### src/rtl/imem_loader.sv
// Byte-stream loader for the instruction memory: assembles little-endian words,
// writes them at word-aligned byte addresses and holds the CPU in reset until a load completes.
module imem_loader #(
  parameter int unsigned WORDS = 64,
  parameter int unsigned LW    = $clog2(WORDS) + 1
) (
  input  logic          clk,
  input  logic          reset,
  input  logic          start,
  input  logic [LW-1:0] load_words,
  input  logic          rx_valid,
  input  logic [7:0]    rx_data,
  output logic          rx_ready,
  output logic          we,
  output logic [31:0]   wa,
  output logic [31:0]   wd,
  output logic          busy,
  output logic          done,
  output logic          err,
  output logic          cpu_reset
);

  localparam int unsigned IW = $clog2(WORDS);

  localparam logic [1:0] S_IDLE  = 2'd0;
  localparam logic [1:0] S_RECV  = 2'd1;
  localparam logic [1:0] S_WRITE = 2'd2;
  localparam logic [1:0] S_DONE  = 2'd3;

  logic [1:0]    state, state_d;
  logic [IW-1:0] word_idx, word_idx_d;
  logic [1:0]    byte_idx, byte_idx_d;
  logic [LW-1:0] len, len_d;
  logic [31:0]   word, word_d;
  logic [31:0]   wa_d, wd_d;
  logic          rx_ready_d, we_d, busy_d, done_d, err_d, cpu_reset_d;
  logic          len_ok, last_word;

  assign len_ok    = (load_words != '0) && (load_words <= LW'(WORDS));
  assign last_word = (LW'(word_idx) == (len - LW'(1)));

  // Next-state and next-output decode; outputs are registered from the next state.
  always_comb begin
    state_d     = state;
    word_idx_d  = word_idx;
    byte_idx_d  = byte_idx;
    len_d       = len;
    word_d      = word;
    wa_d        = wa;
    wd_d        = wd;
    err_d       = 1'b0;
    cpu_reset_d = cpu_reset;

    case (state)
      S_IDLE: begin
        if (start) begin
          if (len_ok) begin
            len_d       = load_words;
            word_idx_d  = '0;
            byte_idx_d  = '0;
            cpu_reset_d = 1'b1;
            state_d     = S_RECV;
          end else begin
            err_d = 1'b1;
          end
        end
      end
      S_RECV: begin
        if (rx_valid && rx_ready) begin
          word_d[{byte_idx, 3'b000} +: 8] = rx_data;
          byte_idx_d = byte_idx + 2'd1;
          if (byte_idx == 2'd3) begin
            state_d = S_WRITE;
            wa_d    = 32'({word_idx, 2'b00});
            wd_d    = {rx_data, word[23:0]};
          end
        end
      end
      S_WRITE: begin
        if (last_word) begin
          state_d     = S_DONE;
          cpu_reset_d = 1'b0;
        end else begin
          word_idx_d = word_idx + IW'(1);
          state_d    = S_RECV;
        end
      end
      default: begin
        state_d = S_IDLE;
      end
    endcase

    rx_ready_d = (state_d == S_RECV);
    we_d       = (state_d == S_WRITE);
    busy_d     = (state_d == S_RECV) || (state_d == S_WRITE);
    done_d     = (state_d == S_DONE);
  end

  // State and registered outputs.
  always_ff @(posedge clk or posedge reset) begin
    if (reset) begin
      state     <= S_IDLE;
      word_idx  <= '0;
      byte_idx  <= '0;
      len       <= '0;
      word      <= '0;
      wa        <= '0;
      wd        <= '0;
      rx_ready  <= 1'b0;
      we        <= 1'b0;
      busy      <= 1'b0;
      done      <= 1'b0;
      err       <= 1'b0;
      cpu_reset <= 1'b1;
    end else begin
      state     <= state_d;
      word_idx  <= word_idx_d;
      byte_idx  <= byte_idx_d;
      len       <= len_d;
      word      <= word_d;
      wa        <= wa_d;
      wd        <= wd_d;
      rx_ready  <= rx_ready_d;
      we        <= we_d;
      busy      <= busy_d;
      done      <= done_d;
      err       <= err_d;
      cpu_reset <= cpu_reset_d;
    end
  end

endmodule

### config.mk
export PLATFORM = sky130hd
export DESIGN_NAME = imem_loader
export DESIGN_NICKNAME = d
export VERILOG_FILES = /design/src/rtl/imem_loader.sv
export SDC_FILE = /design/constraint.sdc
export NUM_CORES = 1
export LEC_CHECK = 0
export BUFFER_PORTS_ARGS = -buffer_cell sky130_fd_sc_hd__buf_2
export CAP_MARGIN = 20
export CORE_MARGIN = 2
export CORE_UTILIZATION = 48
export DETAILED_ROUTE_END_ITERATION = 7
export PLACE_DENSITY = 0.73
export SETUP_SLACK_MARGIN = 0.3
export SYNTH_ARGS = -nofsm -noshare
export SYNTH_HDL_FRONTEND = slang
export SYNTH_SLANG_ARGS = --single-unit
### constraint.sdc
create_clock -name clk -period 2.6 [get_ports clk]
set_input_delay 0.52 -clock clk [delete_from_list [all_inputs] [get_ports clk]]
set_output_delay 0.52 -clock clk [all_outputs]
set_load 0.05 [all_outputs]
# [After elaboration in Yosys (flattened, before gate mapping)]
# Index checks and enable logic that the tools add are counted.
# Widths: inputs -> output; s select.
[word_totals] ff_bits=93 latchBits=0 mem_bits_rw=0 romBits=0 in_bits=19 output_inout_bits=70 wordCells=67 memories=0
[op_classes] add_sub_neg=4 n_mul=0 div_mod_pow=0 order_cmp=1 n_eq_ne=12 n_shift=2 n_mux=22 n_bitwise=0 n_reduce_logical=13
[ops] cell="$bwmux 32" n=1
[ops] cell="$shift 8x7->32 const A" n=1
[ops] cell="$shiftx 8x7->32" n=1
[ops] cell="$mux 6" n=3
[ops] cell="$mux 2" n=8
[ops] cell="$pmux 6 s2" n=1
[ops] cell="$reduce_and 4->1" n=3
[ops] cell="$ne 2x2->1 const B" n=5
[ops] cell="$eq 2x2->1 const B" n=4
[ops] cell="$eq 6x7->1" n=1
[ops] cell="$le 7x7->1 const B" n=1
[ops] cell="$neg 5->7" n=1
[ops] cell="$reduce_bool 7->1" n=1
[ops] cell="$sub 7x1->7 const B" n=1
[ops] cell="$add 6x1->6 const B" n=1
[ops] cell="$mux 1" n=6
[ops] cell="$pmux 2 s3" n=1
[ops] cell="$reduce_and 3->1" n=2
[ops] cell="$eq 2x1->1 const B" n=2
[ops] cell="$pmux 2 s2" n=1
[ops] cell="$reduce_bool 2->1" n=2
[ops] cell="$add 2x1->2 const B" n=1
[ops] cell="$logic_and 1x1->1" n=2
[ops] cell="$logic_not 2->1" n=1
[ops] cell="other kinds (3)" n=3

# [Longest topological paths before layout]
[depth] ltp_word=7 depth_mapped=11 ltp_nobuf=10

# [Least setup slack after synthesis]
# Ideal clock, no wire load.
[synth_path] path_kind="reg-to-reg" start="reg len[0]" end="reg busy" setup_time_ns=0.113 arrival_time_ns=2.003 t_required_ns=2.487 path_slack_ns=0.484 path_stages_with_launch=12 n_path_buf=1 synth_period_minus_slack_ns=2.116 cell_sequence="dfrtp_1 -> inv_1 -> ha_1 -> clkbuf_1 -> nor3b_1 -> nand4b_1 -> o21ai_0 -> o311a_4 -> nor2_1 -> inv_1 -> ha_1 -> inv_1"
[synth_between] elab_chain_len=6 word_cells_on_any_way=7 cone_classes="add/sub: 1; eq/ne: 3; mux: 2; reduce/logical: 1"
[synth_rtl] element="from (decl)" line_no="33" source="logic [LW-1:0] len, len_d;"
[synth_rtl] element="from (signal assigned)" line_no="119" source="len <= len_d;"
[synth_rtl] element="$sub 7x1->7 *" line_no="40" source="assign last_word = (LW'(word_idx) == (len - LW'(1)));"
[synth_rtl] element="$eq 6x7->1 *" line_no="40"
[synth_rtl] element="$mux 2 *" line_no="80" source="if (last_word) begin"
[synth_rtl] element="$pmux 2 s3 *" line_no="54" source="case (state)"
[synth_rtl] element="net state_d[1]" line_no="30" source="logic [1:0] state, state_d;"
[synth_rtl] element="$eq 2x1->1 or $eq 2x2->1 (tied branches)" line_no="95" source="busy_d = (state_d == S_RECV) || (state_d == S_WRITE);"
[synth_rtl] element="$logic_or 1x1->1 *" line_no="95"
[synth_rtl] element="net busy_d" line_no="36" source="logic rx_ready_d, we_d, busy_d, done_d, err_d, cpu_reset_d;"
[synth_rtl] element="to (signal assigned)" line_no="125" source="busy <= busy_d;"
[synth_rtl] element="to (decl)" line_no="17" source="output logic busy,"
# The timed path passes the listed nets; every way through them passes the cells marked *.
# A chain may end at the register's enable or synchronous reset.

# [Worst setup path after layout]
# Same ends and word-level chain as after synthesis.

==> impl_metrics.sql <==
INSERT INTO impl_metrics (metric_group, metric, value, unit) VALUES
('global_route', 'grt_max_degree', '86', ''),
('cells_and_area', 'final_cells', '517', ''),
('placed_design', 'detailed_place_hpwl', '5210', 'um'),
('pwr', 'peakVddDrop', '0.719', 'mV'),
('placed_design', 'placed_cells', '501', ''),
('route', 'detail_route.iter0.violations', '131', ''),
('clocking', 'cts.repair_timing.setup_buffer_count', '0', ''),
('global_route', 'number_of_antenna_violations_at_the_first_check_in_global_routing', '0', ''),
('run', 'max_cap_viol_count', '0', ''),
('worst_setup_path', 'timing.critical_path.from', 'len[0]', ''),
('worst_hold_path', 'holdCritPathClass', 'primary input to asynchronous set/reset pin', ''),
('global_route', 'wire_length_of_the_first_global_routing_pass', '12000', 'um'),
('yosys', 'synth_async_sr_flop_share', '100', '%'),
('worst_setup_path', 'ff2ff_setup_slack', '0.45', 'ns'),
('clocking', 'clock_sinks', '85', ''),
('worst_setup_path', 'timing.critical_path.to_type', 'register', ''),
('timing', 'max_clock_freq', '0.465', 'GHz'),
('worst_setup_path', 'worst_reg2reg_path_startpoint', 'len[0]', ''),
('worst_setup_path', 'startpoint_type', 'register', ''),
('yosys', 'synthesized_area_divided_by_synthesized_cell_count', '11.3', 'sq um'),
('die', 'initial_core_utilization', '49.9', '%'),
('worst_setup_path', 'critical_path_fanouts_max', '9', ''),
('clocking', 'cts_tree', 'done', ''),
('worst_setup_path', 'rr_endpoint', 'busy', ''),
('global_route', 'grt-ovfl-total', '0', ''),
('yosys', 'synth_compound_area_share', '7.81', '%'),
('pwr', 'p_sw_share', '44.3', '%'),
('yosys', 'proportion_of_synthesized_area_in_mux_cells', '13.0', '%'),
('route', 'postRouteWirelength', '7220', 'um'),
('route', 'via_count', '2633', ''),
('yosys', 'synth_fa_ha_area_share', '3.23', '%'),
('yosys', 'yosys.area_share.xor_xnor', '1.81', '%'),
('pwr', 'p_sw', '2.30', 'mW'),
('pwr', 'share_comb_of_total_power', '41.9', '%'),
('timing', 'fin_setup_tns', '0', 'ns'),
('clocking', 'cts-root-buf', 'clkbuf_8', ''),
('worst_setup_path', 'cp_data_arrival_time', '2.40', 'ns'),
('yosys', 'ys.flop_type', 'dfrtp_1', ''),
('placed_design', 'io_buffers', '62', ''),
('worst_setup_path', 'reg2reg_depth', '10', ''),
('timing', 'worst_clock_skew', '0.0116', 'ns'),
('worst_setup_path', 'setup.worst_path.class', 'register to register', ''),
('pwr', 'power-per-cell-area', '1170', 'nW/um^2'),
('yosys', 'synth_area', '3880', 'sq um'),
('status', 'run_status', 'finished, final reports clean', ''),
('cells_and_area', 'layout-drive-gt1-share', '33.5', '%'),
('route', 'post-route-drc-count', '0', ''),
('route', 'via_per_inst', '5.09', ''),
('global_route', 'grt_pass1_vias', '2513', ''),
('pwr', 'leakage', '2.22', 'nW'),
('timing', 'setup_viol', '0', ''),
('clocking', 'cts.path.max_buffers', '2', ''),
('timing', 'finalCriticalPeriod', '2.15', 'ns'),
('yosys', 'synth-warning-count', '0', ''),
('route', 'drt_pre_antenna_iters', '4', ''),
('clocking', 'cts-buffers-inserted', '9', ''),
('route', 'ant_nets', '0', ''),
('clocking', 'clk-insertion-delay-late', '0.35', 'ns'),
('route', 'wl_per_cell', '14.0', 'um'),
('clocking', 'path_clk_slew', '0.09', 'ns'),
('worst_setup_path', 'endpoint', 'busy', ''),
('clocking', 'ctsHoldBuffers', '0', ''),
('yosys', 'main_combinational_cell_family_by_area_after_synthesis', 'multiplexers', ''),
('pwr', 'pwr-share-clk', '18.5', '%'),
('placed_design', 'gp_routability_congestion', '0.783', ''),
('timing', 'slew_viol_final', '0', ''),
('cells_and_area', 'syn2layout_area_growth', '14.7', '%'),
('yosys', 'netlist_instances', '342', ''),
('yosys', 'ffs_latches_synth', '85', ''),
('global_route', 'grt_use_total', '17.5', '%'),
('yosys', 'yosys.area_share.simple', '12.1', '%');
[metal layers]
metal  GRT usage [%]  routed length, um  vias to the layer above
met4            6.88                105                        0
met5               0                  0                        -
met2            26.9               3420                       73
met3            3.53                350                       10
met1            24.6               3340                     1292
li1                -                  -                     1258
[flip-flops by register name, indices dropped and copies added, names as in the netlist]
name       flops
rx_ready       1
wd            32
err            1
word          24
done           1
state          2
wa             6
byte_idx       2
busy           1
cpu_reset      1
word_idx       6
we             1
len            7
[kinds of logic after synthesis]
kind of cell	count (synthesis)
muxes	45
other	1
AOI/OAI and AO/OA	51
DFF	85
and+or+nand+nor	96
xor gates and xnor gates	8
adders and majority gates	10
buffers and inverters	46
[cells in the mapped netlist (2+ instances only)]
cell type | instances | area, sq um
a21oi_1 | 2 | 10.0
a31oi_1 | 3 | 18.8
and3_1 | 2 | 12.5
buf_2 | 2 | 10.0
buf_4 | 26 | 195
clkbuf_1 | 7 | 26.3
dfrtp_1 | 84 | 2100
ha_1 | 10 | 125
inv_1 | 9 | 33.8
mux2_2 | 44 | 495
nand2_1 | 57 | 214
nand2b_1 | 3 | 18.8
nand3_1 | 5 | 25.0
nand4b_1 | 2 | 17.5
nor2_1 | 6 | 22.5
nor2b_1 | 5 | 31.3
nor3b_1 | 6 | 45.0
nor4_1 | 2 | 12.5
o21ai_0 | 30 | 150
o21ai_1 | 5 | 25.0
o31ai_1 | 6 | 45.0
xnor2_1 | 5 | 43.8
xor2_1 | 3 | 26.3
[cell usage in the layout, fill, tap and decap left out, drive strengths merged, types with 3 or more instances in the layout]
cell,instances
a31oi,3
dfrtp,84
o21ai,35
nand3,5
conb,26
clkbuf,9
xnor2,5
o31ai,6
ha,10
mux2,44
nor2,7
nand2b,3
nor2b,5
inv,13
xor2,3
nor3b,6
buf,68
nand2,57
[power groups by stage]
stage	sequential (mW)	clock, mW	combinational, mW
3_3_place_gp	2.07	0	2.13
3_5_place_dp	2.08	0	2.18
4_1_cts	2.06	0.976	2.19
5_1_grt	2.12	1.03	2.36
6_report	2.06	0.958	2.17
2_1_floorplan	2.79	0	0.965
[through the flow]
step | hold WS [ns] | setup slack [ns] | power (mW) | instance area (sq um)
4_1_cts | 0.296 | 0.342 | 5.22 | 4440
2_1_floorplan | 0.444 | 0.484 | 3.75 | 3980
6_report | 0.274 | 0.452 | 5.19 | 4450
3_3_place_gp | 0.460 | 0.264 | 4.19 | 4240
5_1_grt | 0.322 | 0.304 | 5.50 | 4450
3_5_place_dp | 0.469 | 0.212 | 4.26 | 4240
[worst min-delay path by stage]
| stage | endpoint | cells past startpoint |
|---|---|---|
| after global placement | word[0] | 2 |
| after CTS | wd[25] | 3 |
| after global routing | word_idx[5] | 3 |
| after floorplan | word[0] | 2 |
| after detailed placement | word[9] | 2 |
| final | word_idx[3] | 3 |
[worst max-delay path, stage by stage, from the launching register on]
cell and delay [ns]:
dfrtp_1 0.46, inv_1 0.09, ha_2 0.25, nor3b_1 0.07
nand4b_1 0.09, o21ai_0 0.11, o311a_4 0.44, nor2_2 0.14
inv_1 0.08, ha_1 0.28, inv_1 0.03
[final cells by class]
type	instances	area (sq um)
Multi-Input combinational cell	236	1580
Fill cell	673	3320
Timing Repair Buffer	68	368
Clock buffer	9	124
Tap cell	102	128
Inverter	10	41.3
Sequential cell	85	2130
Clock inverter	7	78.8
[what timing repair did]
item | 4_1_cts | 5_1_grt
setup endpoints to repair | 0 | 3
gates resized for setup | 0 | 2
hold endpoints to repair | 0 | 0
Power figures use the tool's default switching activity.
